===== src/rtl/mem_port_arbiter.sv =====
// Two-port memory arbiter: instruction fetch and load/store share one memory port.
// Load/store normally wins, but a waiting fetch is let through after MAX_LS_STREAK load/store grants.
module mem_port_arbiter #(
    parameter int MAX_LS_STREAK = 4,
    parameter int TIMEOUT       = 255
) (
    input  logic        clk,
    input  logic        reset,
    input  logic        if_req,
    input  logic [31:0] if_addr,
    output logic        if_ack,
    output logic [31:0] if_rdata,
    output logic        if_err,
    input  logic        ls_req,
    input  logic        ls_we,
    input  logic [31:0] ls_addr,
    input  logic [31:0] ls_wdata,
    input  logic [3:0]  ls_wstrb,
    output logic        ls_ack,
    output logic [31:0] ls_rdata,
    output logic        ls_err,
    output logic        mem_valid,
    output logic        mem_we,
    output logic [31:0] mem_addr,
    output logic [31:0] mem_wdata,
    output logic [3:0]  mem_wstrb,
    input  logic        mem_ready,
    input  logic [31:0] mem_rdata,
    output logic        busy
);

    localparam int STREAK_W = (MAX_LS_STREAK < 1) ? 1 : $clog2(MAX_LS_STREAK + 1);
    localparam int WAIT_W   = (TIMEOUT < 2) ? 1 : $clog2(TIMEOUT);
    localparam logic [STREAK_W-1:0] STREAK_MAX = STREAK_W'(MAX_LS_STREAK);
    localparam logic [WAIT_W-1:0]   WAIT_LAST  = WAIT_W'(TIMEOUT - 1);

    typedef enum logic [1:0] {
        S_IDLE,
        S_MEM,
        S_RESP
    } state_t;

    state_t               r_state;
    logic                 r_grantLs;
    logic [STREAK_W-1:0]  r_lsStreak;
    logic [WAIT_W-1:0]    r_waitCnt;
    logic                 r_memValid;
    logic                 r_memWe;
    logic [31:0]          r_memAddr;
    logic [31:0]          r_memWdata;
    logic [3:0]           r_memWstrb;
    logic                 r_ifAck;
    logic [31:0]          r_ifRdata;
    logic                 r_ifErr;
    logic                 r_lsAck;
    logic [31:0]          r_lsRdata;
    logic                 r_lsErr;

    logic                 w_grantLs;
    logic                 w_grantIf;
    logic                 w_timeout;
    logic                 w_done;
    logic [STREAK_W-1:0]  w_streakInc;

    // Load/store has priority unless the fetch side has already been starved for a full streak.
    assign w_grantLs   = ls_req && !(if_req && (r_lsStreak == STREAK_MAX));
    assign w_grantIf   = if_req && !w_grantLs;
    assign w_timeout   = !mem_ready && (r_waitCnt == WAIT_LAST);
    assign w_done      = mem_ready || w_timeout;
    assign w_streakInc = (r_lsStreak == STREAK_MAX) ? r_lsStreak : r_lsStreak + STREAK_W'(1);

    always_ff @(posedge clk) begin
        if (reset) begin
            r_state    <= S_IDLE;
            r_grantLs  <= 1'b0;
            r_lsStreak <= '0;
            r_waitCnt  <= '0;
            r_memValid <= 1'b0;
            r_memWe    <= 1'b0;
            r_memAddr  <= '0;
            r_memWdata <= '0;
            r_memWstrb <= '0;
            r_ifAck    <= 1'b0;
            r_ifRdata  <= '0;
            r_ifErr    <= 1'b0;
            r_lsAck    <= 1'b0;
            r_lsRdata  <= '0;
            r_lsErr    <= 1'b0;
        end else begin
            case (r_state)
                S_IDLE: begin
                    if (w_grantLs) begin
                        r_grantLs  <= 1'b1;
                        r_memValid <= 1'b1;
                        r_memWe    <= ls_we;
                        r_memAddr  <= ls_addr;
                        r_memWdata <= ls_wdata;
                        r_memWstrb <= ls_wstrb;
                        r_waitCnt  <= '0;
                        r_lsStreak <= if_req ? w_streakInc : '0;
                        r_state    <= S_MEM;
                    end else if (w_grantIf) begin
                        r_grantLs  <= 1'b0;
                        r_memValid <= 1'b1;
                        r_memWe    <= 1'b0;
                        r_memAddr  <= if_addr;
                        r_memWdata <= '0;
                        r_memWstrb <= '0;
                        r_waitCnt  <= '0;
                        r_lsStreak <= '0;
                        r_state    <= S_MEM;
                    end
                end
                S_MEM: begin
                    // A completing memory beats the timeout when both land on the last wait cycle.
                    if (w_done) begin
                        r_memValid <= 1'b0;
                        r_state    <= S_RESP;
                        if (r_grantLs) begin
                            r_lsAck   <= 1'b1;
                            r_lsRdata <= mem_ready ? mem_rdata : 32'h0;
                            r_lsErr   <= !mem_ready;
                        end else begin
                            r_ifAck   <= 1'b1;
                            r_ifRdata <= mem_ready ? mem_rdata : 32'h0;
                            r_ifErr   <= !mem_ready;
                        end
                    end else begin
                        r_waitCnt <= r_waitCnt + WAIT_W'(1);
                    end
                end
                S_RESP: begin
                    r_ifAck <= 1'b0;
                    r_lsAck <= 1'b0;
                    r_state <= S_IDLE;
                end
                default: begin
                    r_state <= S_IDLE;
                end
            endcase
        end
    end

    assign mem_valid = r_memValid;
    assign mem_we    = r_memWe;
    assign mem_addr  = r_memAddr;
    assign mem_wdata = r_memWdata;
    assign mem_wstrb = r_memWstrb;
    assign if_ack    = r_ifAck;
    assign if_rdata  = r_ifRdata;
    assign if_err    = r_ifErr;
    assign ls_ack    = r_lsAck;
    assign ls_rdata  = r_lsRdata;
    assign ls_err    = r_lsErr;
    assign busy      = (r_state != S_IDLE);

endmodule


===== config.mk =====
export PLATFORM = sky130hd
export DESIGN_NAME = mem_port_arbiter
export DESIGN_NICKNAME = d
export VERILOG_FILES = /design/src/rtl/mem_port_arbiter.sv
export SDC_FILE = /design/constraint.sdc
export NUM_CORES = 1
export LEC_CHECK = 0
export CORE_ASPECT_RATIO = 0.9
export CORE_MARGIN = 2
export CORE_UTILIZATION = 44
export DETAILED_ROUTE_END_ITERATION = 16
export GPL_TIMING_DRIVEN = 0
export PLACE_DENSITY_LB_ADDON = 0.25
export SYNTH_ARGS = -nofsm -noshare
export SYNTH_HDL_FRONTEND = slang
export SYNTH_SLANG_ARGS = --single-unit

===== constraint.sdc =====
create_clock -name clk -period 3.7 [get_ports clk]
set_clock_uncertainty 0.2 [all_clocks]
set_input_delay 0.74 -clock clk [delete_from_list [all_inputs] [get_ports clk]]
set_output_delay 0.74 -clock clk [all_outputs]
set_load 0.01 [all_outputs]

Yosys cells after proc, flatten, opt, wreduce, memory -nomap -nowiden

Cells that the tools add are included.

$add $sub $neg: 2
Multipliers: 0
Divide/modulo/power cells: 0
Order comparisons: 0
Eq/ne operators: 10
Shift operators: 0
Muxes and demuxes: 32
Bitwise gates (word level): 1
Reductions and logical operators: 22

Operators with widths:

| operator                                                        | number |
|---|---|
| 32-bit two-way mux                                              | 5 |
| 8-bit two-way mux                                               | 3 |
| 3-bit AND reduction                                             | 7 |
| 8-bit case mux with 2 select lines                              | 1 |
| 3-bit two-way mux                                               | 4 |
| 1-bit two-way mux                                               | 10 |
| 8-bit by 1-bit adder with 8-bit output, second input constant   | 1 |
| 8-bit == test, second input constant                            | 1 |
| 4-bit two-way mux                                               | 2 |
| 2-bit inequality test, second input constant                    | 4 |
| 2-bit nonzero test                                              | 4 |
| 2-bit two-way mux                                               | 3 |
| 3-bit inequality test, second input constant                    | 2 |
| 1-bit case mux with 2 select lines                              | 3 |
| 1-bit logical AND                                               | 4 |
| 2-bit case mux with 2 select lines                              | 1 |
| 2-bit AND reduction                                             | 2 |
| 3-bit by 1-bit adder with 3-bit output, second input constant   | 1 |
| 3-bit == test, second input constant                            | 1 |
| 1-bit logical NOT                                               | 3 |
| 2-bit by 1-bit == test with 1-bit output, second input constant | 1 |
| 2-bit == test, second input constant                            | 1 |
| 2-bit logical NOT                                               | 1 |
| 1-bit logical OR                                                | 1 |
| 1-bit inverter                                                  | 1 |

Bits in registers: 152
Latch bits: 0
RAM bits: 0
ROM bits: 0
Input port bits: 138
Output and inout bits: 139
Memories: 0

Logic depth before layout (Yosys ltp)

Gate-level depths: netlist of the first run.

Depth after elaboration: 9
Depth in mapped cells: 8
Mapped depth without buffers: 6

Worst setup path before layout of the first run

OpenSTA, ideal clock, no wires.

Path kind: input -> register
Start: input port if_req
End: register r_memAddr[10] (netlist: mem_addr[10])
Library setup time: 91 ps
Arrival time: 1,710 ps
Data required time: 3,409 ps
Slack: 1,699 ps
Stages on the path: 7
Path buffers: 3
Path through: buf_2 > nand3_1 > and2_1 > buf_2 > buf_2 > nand2_1 > a311oi_1

Cells in the longest elaborated chain, start to end: 7
Elaborated cells between the ends (all ways): 8

RTL lines:

| what                          | RTL line | RTL |
|---|---|---|
| from (decl)                   | 9        | `input logic if_req,` |
| 1-bit logical AND             | 66       | `assign w_grantLs = ls_req && !(if_req && (r_lsStreak == STREAK_MAX));` |
| 1-bit logical NOT             | 66       |  |
| 1-bit logical AND             | 66       |  |
| 1-bit logical NOT             | 67       | `assign w_grantIf = if_req && !w_grantLs;` |
| 1-bit logical AND             | 67       |  |
| 2-bit nonzero test (no line)  | --       |  |
| 2-bit AND reduction (no line) | --       |  |
| to (signal assigned)          | 96       | `r_memAddr <= ls_addr;` |
| to (signal assigned)          | 106      | `r_memAddr <= if_addr;` |
| to (decl)                     | 49       | `logic [31:0] r_memAddr;` |

Parallel ways exist; a longest one is shown, timed or not.
A chain may end at the register's enable or synchronous reset.

Worst setup path in the final report of the first run

Start: register r_state[1]
End: output port busy

Cells in the longest elaborated chain, start to end: 1

RTL lines:

| what                   | RTL line | RTL |
|---|---|---|
| from (decl)            | 43       | `state_t r_state;` |
| from (signal assigned) | 74       | `r_state <= S_IDLE;` |
| from (signal assigned) | 101      | `r_state <= S_MEM;` |
| from (signal assigned) | 111      | `r_state <= S_MEM;` |
| 2-bit nonzero test     | 155      | `assign busy = (r_state != S_IDLE);` |
| to (decl)              | 29       | `output logic busy` |

No other way between the ends.

==> flow_metrics.tcl, run 1 <==
set metrics [dict create \
    result_of_the_run "completed" \
    clk-insertion-delay-late_ns 0.42 \
    postSynthAreaPerCell_um2 9.39 \
    grt-ovfl-total 0 \
    worstHoldPathType "reg -> reg" \
    detail_route.first_pass.iterations 5 \
    die_span_x_um 124 \
    postCtsSetupBuffers 0 \
    antenna_found_initial 0 \
    postLayoutSetupSlackWorst_ns 1.17 \
    max_freq_mhz 396 \
    routed_wire_length_per_instance_um 18.6 \
    timing.reg2reg.setup_slack_ns 1.64 \
    tritoncts "done" \
    synth_edf_count 0 \
    syn_nets 749 \
    timing.critical_path.cells "nor2_1 -> inv_1 -> clkdlybuf4s50_1" \
    yosys.cell_types.count 39 \
    max_cap_violations 0 \
    yosysWarnings 0 \
    hold_viol_final 0 \
    area_growth_pct 61.7 \
    worst-slew-pin-transition_ns 0.586 \
    min_to "mem_wdata[6]" \
    fin_nets 1042 \
    pin_count_of_the_biggest_net_entering_global_routing 17 \
    dpl_worst_slack_ns 0.884 \
    die_y_um 112 \
    reg2reg_to "mem_addr[24]" \
    critPathLaunchType "register" \
    floorplan.io_pins 277 \
    routabilityCongestion 0.878 \
    setup-violations-final 0 \
    final-seq-area_um2 3040 \
    first_global_vias 5909 \
    post-synth-top-area-fraction_pct 53.4 \
    hold-path-cell-count 2 \
    final_period_minus_worst_setup_slack_ns 2.53 \
    routed_wl_um 20000 \
    dp_hpwl_um 14600 \
    setup.worst_path.end_class "primary output" \
    htree_levels 4 \
    numCtsBuffers 17 \
    postSynth.asyncResetShare_pct 0 \
    starting_density_pct 44.9 \
    synthCells 607 \
    share_of_cells_above_drive_strength_1_pct 7.67 \
    rows 39 \
    critPathKind "reg -> out" \
    cts.reportedPaths.clkPinSlew_ns 0.06 \
    floorplan_core_area_um2 12700 \
    cts-hold-fix-buffers 0 \
    synth-seq-area-share_pct 53.4 \
    die_area_um2 13900 \
    routed_via_density 5.61 \
    io_buffer_count 274 \
    ant_nets 0 \
    post_cts_sizing 0 \
    yosys_most_used_dff "sky130_fd_sc_hd__dfxtp_1" \
    num_vias 6039 \
    worst-r2r-cell-count 7 \
    grt_setup_unrepaired "false" \
    drt_drc_violations_left 0 \
    tns_ns 0 \
    min_period_over_period_pct 68.3 \
    maxSlewViolCount 0 \
    layout.cells.most_common_list "sky130_fd_sc_hd__clkdlybuf4s50_1, sky130_fd_sc_hd__dfxtp_1, sky130_fd_sc_hd__nand2_1" \
    clock-root-buffer "sky130_fd_sc_hd__clkbuf_16" \
    crit_buf_inv 2 \
    cpMaxStageDelayCell "sky130_fd_sc_hd__clkdlybuf4s50_1" \
    grt_first_pass_wirelength_um 30200 \
    yosys_register_bits 152 \
    n_antenna_cell 0 \
    clock-sinks 152 \
    p_leak_uw 0.00332 \
    power_per_cell_area_nw_per_um2 449 \
    timing.max_slew.rel_slack_pct 60.9 \
    grt.total_usage_pct 28.1 \
    path_max_fanout 4 \
    syn-cell-area_um2 5700 \
    synthDominantAreaCellType "sky130_fd_sc_hd__dfxtp_1" \
    fillerInstances 916 \
    hold_path_startpoint "mem_wdata[6]" \
    area_used_by_multi_input_combinational_logic_um2 2360 \
    crit-reg2reg-launch "r_lsStreak[0]" \
    critical_path.top_delay_family "buffers and inverters" \
    clk_path_buf_depth 2 \
    max-vdd-ir-drop_v 0.000381 \
    drtIter0Drc 479 \
    cp_data_required_time_ns 2.76 \
    critical_path_arrival_ns 1.59 \
    mostFrequentLayoutCell "sky130_fd_sc_hd__clkdlybuf4s50_1" \
    yosys-top-cells-area "sky130_fd_sc_hd__dfxtp_1, sky130_fd_sc_hd__a32o_1, sky130_fd_sc_hd__nand2_1, sky130_fd_sc_hd__a311oi_1, sky130_fd_sc_hd__nand3_1" \
    cp_slowest_stage_delay_ns 0.50 \
]
[power breakdown]
part	total (µW)	leakage [µW]	switching [µW]	internal, µW
Combinational	722	0.00182	351	371
Sequential	1780	0.00124	49.5	1730
Clock	1640	0.000261	665	977
[through the flow]
stage | power [µW] | cell area, µm² | cells | hold WS, ns | utilization (%)
final | 4140 | 9220 | 1077 | 0.255 | 72.6
after global routing | 4290 | 9220 | 1077 | 0.278 | 72.6
after CTS | 4150 | 9220 | 1077 | 0.256 | 72.6
after detailed placement | 2520 | 8650 | 1045 | 0.246 | 68.2
after global placement | 2500 | 8650 | 1045 | 0.238 | 68.2
after floorplan | 2100 | 5700 | 607 | 0.249 | -
[Yosys cell counts, types with 2 or more instances]
cell type,number
sky130_fd_sc_hd__or3_1,2
sky130_fd_sc_hd__nand2_1,110
sky130_fd_sc_hd__a311oi_1,32
sky130_fd_sc_hd__a32o_1,64
sky130_fd_sc_hd__a211oi_1,3
sky130_fd_sc_hd__nand2b_1,3
sky130_fd_sc_hd__nand4_1,4
sky130_fd_sc_hd__a31oi_1,4
sky130_fd_sc_hd__ha_1,4
sky130_fd_sc_hd__a22oi_1,2
sky130_fd_sc_hd__nor2_2,2
sky130_fd_sc_hd__nor4_1,2
sky130_fd_sc_hd__buf_2,25
sky130_fd_sc_hd__o21ai_0,2
sky130_fd_sc_hd__inv_1,6
sky130_fd_sc_hd__buf_4,4
sky130_fd_sc_hd__nor2_1,37
sky130_fd_sc_hd__nand3_1,50
sky130_fd_sc_hd__buf_1,3
sky130_fd_sc_hd__and2_1,2
sky130_fd_sc_hd__clkbuf_1,27
sky130_fd_sc_hd__dfxtp_1,152
sky130_fd_sc_hd__o21a_1,3
sky130_fd_sc_hd__nor2b_1,2
sky130_fd_sc_hd__a21oi_1,48
[cell families (layout without fill, tap and decap cells)]
family	count (synthesis)	in the layout	synth area share, %
flip-flops	152	152	53.4
adder cells (fa/ha/maj)	4	4	0.878
buffers and inverters	66	372	5.29
AO/OA/AOI/OAI	164	164	23.4
AND/OR/NAND/NOR	221	221	17.1
[cell type report]
type,count,share of cell area (%)
multi-input combinational,389,25.6
inverter,6,0.244
sequential,152,33.0
buffer,60,3.03
clock buffer,22,5.15
clock inverter,10,1.02
tap,164,2.23
timing repair buffer,274,29.8
[worst reg2reg max path: stages (launching register included)]
cell,delay [ns]
sky130_fd_sc_hd__dfxtp_1,0.35
sky130_fd_sc_hd__inv_1,0.07
sky130_fd_sc_hd__ha_1,0.19
sky130_fd_sc_hd__nand3_1,0.09
sky130_fd_sc_hd__and2_1,0.14
sky130_fd_sc_hd__clkbuf_1,0.46
sky130_fd_sc_hd__nand2_1,0.15
sky130_fd_sc_hd__a311oi_1,0.31
[state kept, by name (all words and copies together), names as in the netlist]
register    cells
r_waitCnt       8
mem_wdata      32
ls_err          1
mem_we          1
if_ack          1
mem_valid       1
if_err          1
r_grantLs       1
ls_ack          1
r_lsStreak      3
mem_wstrb       4
if_rdata       32
ls_rdata       32
mem_addr       32
r_state         2
[worst max-delay path by stage]
stage	startpoint	endpoint	slack (ns)	cells after the start
finish	r_state[1]	busy	1.17	3
global placement	mem_ready	if_rdata[3]	0.97	5
floorplan	if_req	mem_addr[10]	1.70	7
CTS	r_state[1]	busy	1.14	3
global route	r_state[1]	busy	1.09	3
detailed placement	mem_ready	ls_rdata[11]	0.88	5
[per-layer routing]
metal | GRT usage, % | routed length [µm]
met4 | 13.9 | 773
met3 | 8.20 | 1550
met2 | 46.8 | 9900
met1 | 32.6 | 7750
met5 | 0 | 0
(Power assumes the default switching activity.)
==> inputs of run 2 (changes only) <==
- CORE_UTILIZATION: 44 -> 37
- clock period: 3.7 -> 2.03 ns (I/O delays scaled with it)
==> run 2 against run 1 <==
Compared with the run above:
- cell count increased by 3.6%
- sequential power increased by 81%
- critical path depth grew 2
- combinational power increased by 83%
- setup slack got worse by 1.2 ns
- via count is 5.1% lower
- register-to-register slack worse by 1.5 ns
- non-clock buffer count increased by 2
- die area increased by 18%
- worst hold slack worse by 0.13 ns
- clock power grew 80%
- design area grew 0.87%
==> flow_metrics.tcl, run 2 (same netlist as run 1, synthesis figures left out) <==
set metrics [dict create \
    critPathKind "in -> reg" \
    clock-root-buffer "sky130_fd_sc_hd__clkbuf_16" \
    hold_viol_final 0 \
    cts-hold-fix-buffers 0 \
    maxSlewViolCount 0 \
    min_period_over_period_pct 99.2 \
    share_of_cells_above_drive_strength_1_pct 8.97 \
    fin_nets 1044 \
    power_per_cell_area_nw_per_um2 807 \
    floorplan.io_pins 277 \
    routed_wl_um 19000 \
    cp_data_required_time_ns 2.19 \
    clock-sinks 152 \
    area_growth_pct 63.1 \
    first_global_vias 5581 \
    starting_density_pct 37.4 \
    grt_setup_unrepaired "true" \
    fin_total_pwr_uw 7510 \
    max_cap_violations 0 \
    clk_path_buf_depth 2 \
    critical_path_arrival_ns 2.18 \
    grt_first_pass_wirelength_um 30000 \
    drt_drc_violations_left 0 \
    pin_count_of_the_biggest_net_entering_global_routing 17 \
    critPathLaunchType "input pin" \
    worst-slew-pin-transition_ns 0.523 \
    n_antenna_cell 0 \
    htree_levels 4 \
    tns_ns 0 \
    rows 43 \
    timing.max_slew.rel_slack_pct 65.2 \
    p_leak_uw 0.00337 \
    grt.total_usage_pct 23.3 \
    die_area_um2 16400 \
    path_max_fanout 10 \
    cts.reportedPaths.clkPinSlew_ns 0.06 \
    die_span_x_um 135 \
    layout.cells.most_common_list "sky130_fd_sc_hd__clkdlybuf4s50_1, sky130_fd_sc_hd__dfxtp_1, sky130_fd_sc_hd__nand2_1" \
    io_buffer_count 274 \
    antenna_found_initial 0 \
    result_of_the_run "completed" \
    routabilityCongestion 0.823 \
    tritoncts "done" \
    routed_wire_length_per_instance_um 17.1 \
    max-vdd-ir-drop_v 0.000585 \
    die_y_um 122 \
    routed_via_density 5.14 \
    detail_route.first_pass.iterations 5 \
    worstHoldPathType "in -> reg" \
    numCtsBuffers 17 \
    ant_nets 0 \
    max_freq_mhz 497 \
    setup-violations-final 0 \
    mostFrequentLayoutCell "sky130_fd_sc_hd__clkdlybuf4s50_1" \
    num_vias 5733 \
    final_period_minus_worst_setup_slack_ns 2.01 \
    dp_hpwl_um 13900 \
    clk-insertion-delay-late_ns 0.42 \
    fillerInstances 1318 \
    floorplan_core_area_um2 15200 \
    grt-ovfl-total 0 \
    setup.worst_path.end_class "register" \
    drtIter0Drc 343 \
]
## run 2: timing repair
item                                   CTS  global route
pin swaps                                1             1
setup endpoints to repair                4           111
gates resized for setup                  3            28
buffers inserted                         1             1
endpoints found under the hold margin    0             0
## run 2: per-stage QoR
step,area [µm²],hold WS [ns],setup WS (ns),std cells,util (%)
floorplan,5700,0.249,0.257,607,-
global placement,8700,0.237,-0.425,1083,57.1
detailed placement,8700,0.245,-0.436,1083,57.1
CTS,9250,0.118,0.00891,1115,60.8
global route,9300,0.116,-0.0851,1116,61.1
finish,9300,0.128,0.0164,1116,61.1
## run 2: worst paths after layout
| path | from | endpoint | slack [ns] | depth (start not counted) |
|---|---|---|---|---|
| max | mem_ready | if_rdata[16] | 0.02 | 5 |
| min | if_req | r_lsStreak[1] | 0.13 | 3 |
| min reg2reg | mem_wdata[15] | mem_wdata[15] | 0.25 | 2 |
| max reg2reg | r_waitCnt[0] | if_rdata[16] | 0.09 | 7 |
## run 2: cell type report
type                            count  area, µm²  share of cell area (%)
Buffer                             60        315                    3.39
Clock inverter                     11        100                    1.08
Sequential cell                   152       3040                    32.7
Tap cell                          202        253                    2.72
Clock buffer                       20        447                    4.80
Multi-Input combinational cell    389       2360                    25.4
Timing Repair Buffer              276       2760                    29.7
Inverter                            6       22.5                   0.242
## run 2: report_power, final
group          internal (µW)  switching [µW]  total (µW)
logic                    689             627        1320
clock network           1710            1250        2960
registers               3150            84.7        3230
total                   5550            1960        7510
## run 2: worst max-delay path: stages
cell	delay (ns)
sky130_fd_sc_hd__clkdlybuf4s50_1	0.55
sky130_fd_sc_hd__inv_1	0.15
sky130_fd_sc_hd__nor2_2	0.37
sky130_fd_sc_hd__clkbuf_1	0.45
sky130_fd_sc_hd__a32o_1	0.25
## run 2: metal layers
layer | global-route usage, % | part of all wire [%] | routed length, µm
met4 | 8.62 | 2.4 | 459
met1 | 30.2 | 43 | 8220
met5 | 0 | 0 | 0
met3 | 6.87 | 8.1 | 1550
met2 | 36.8 | 46 | 8810
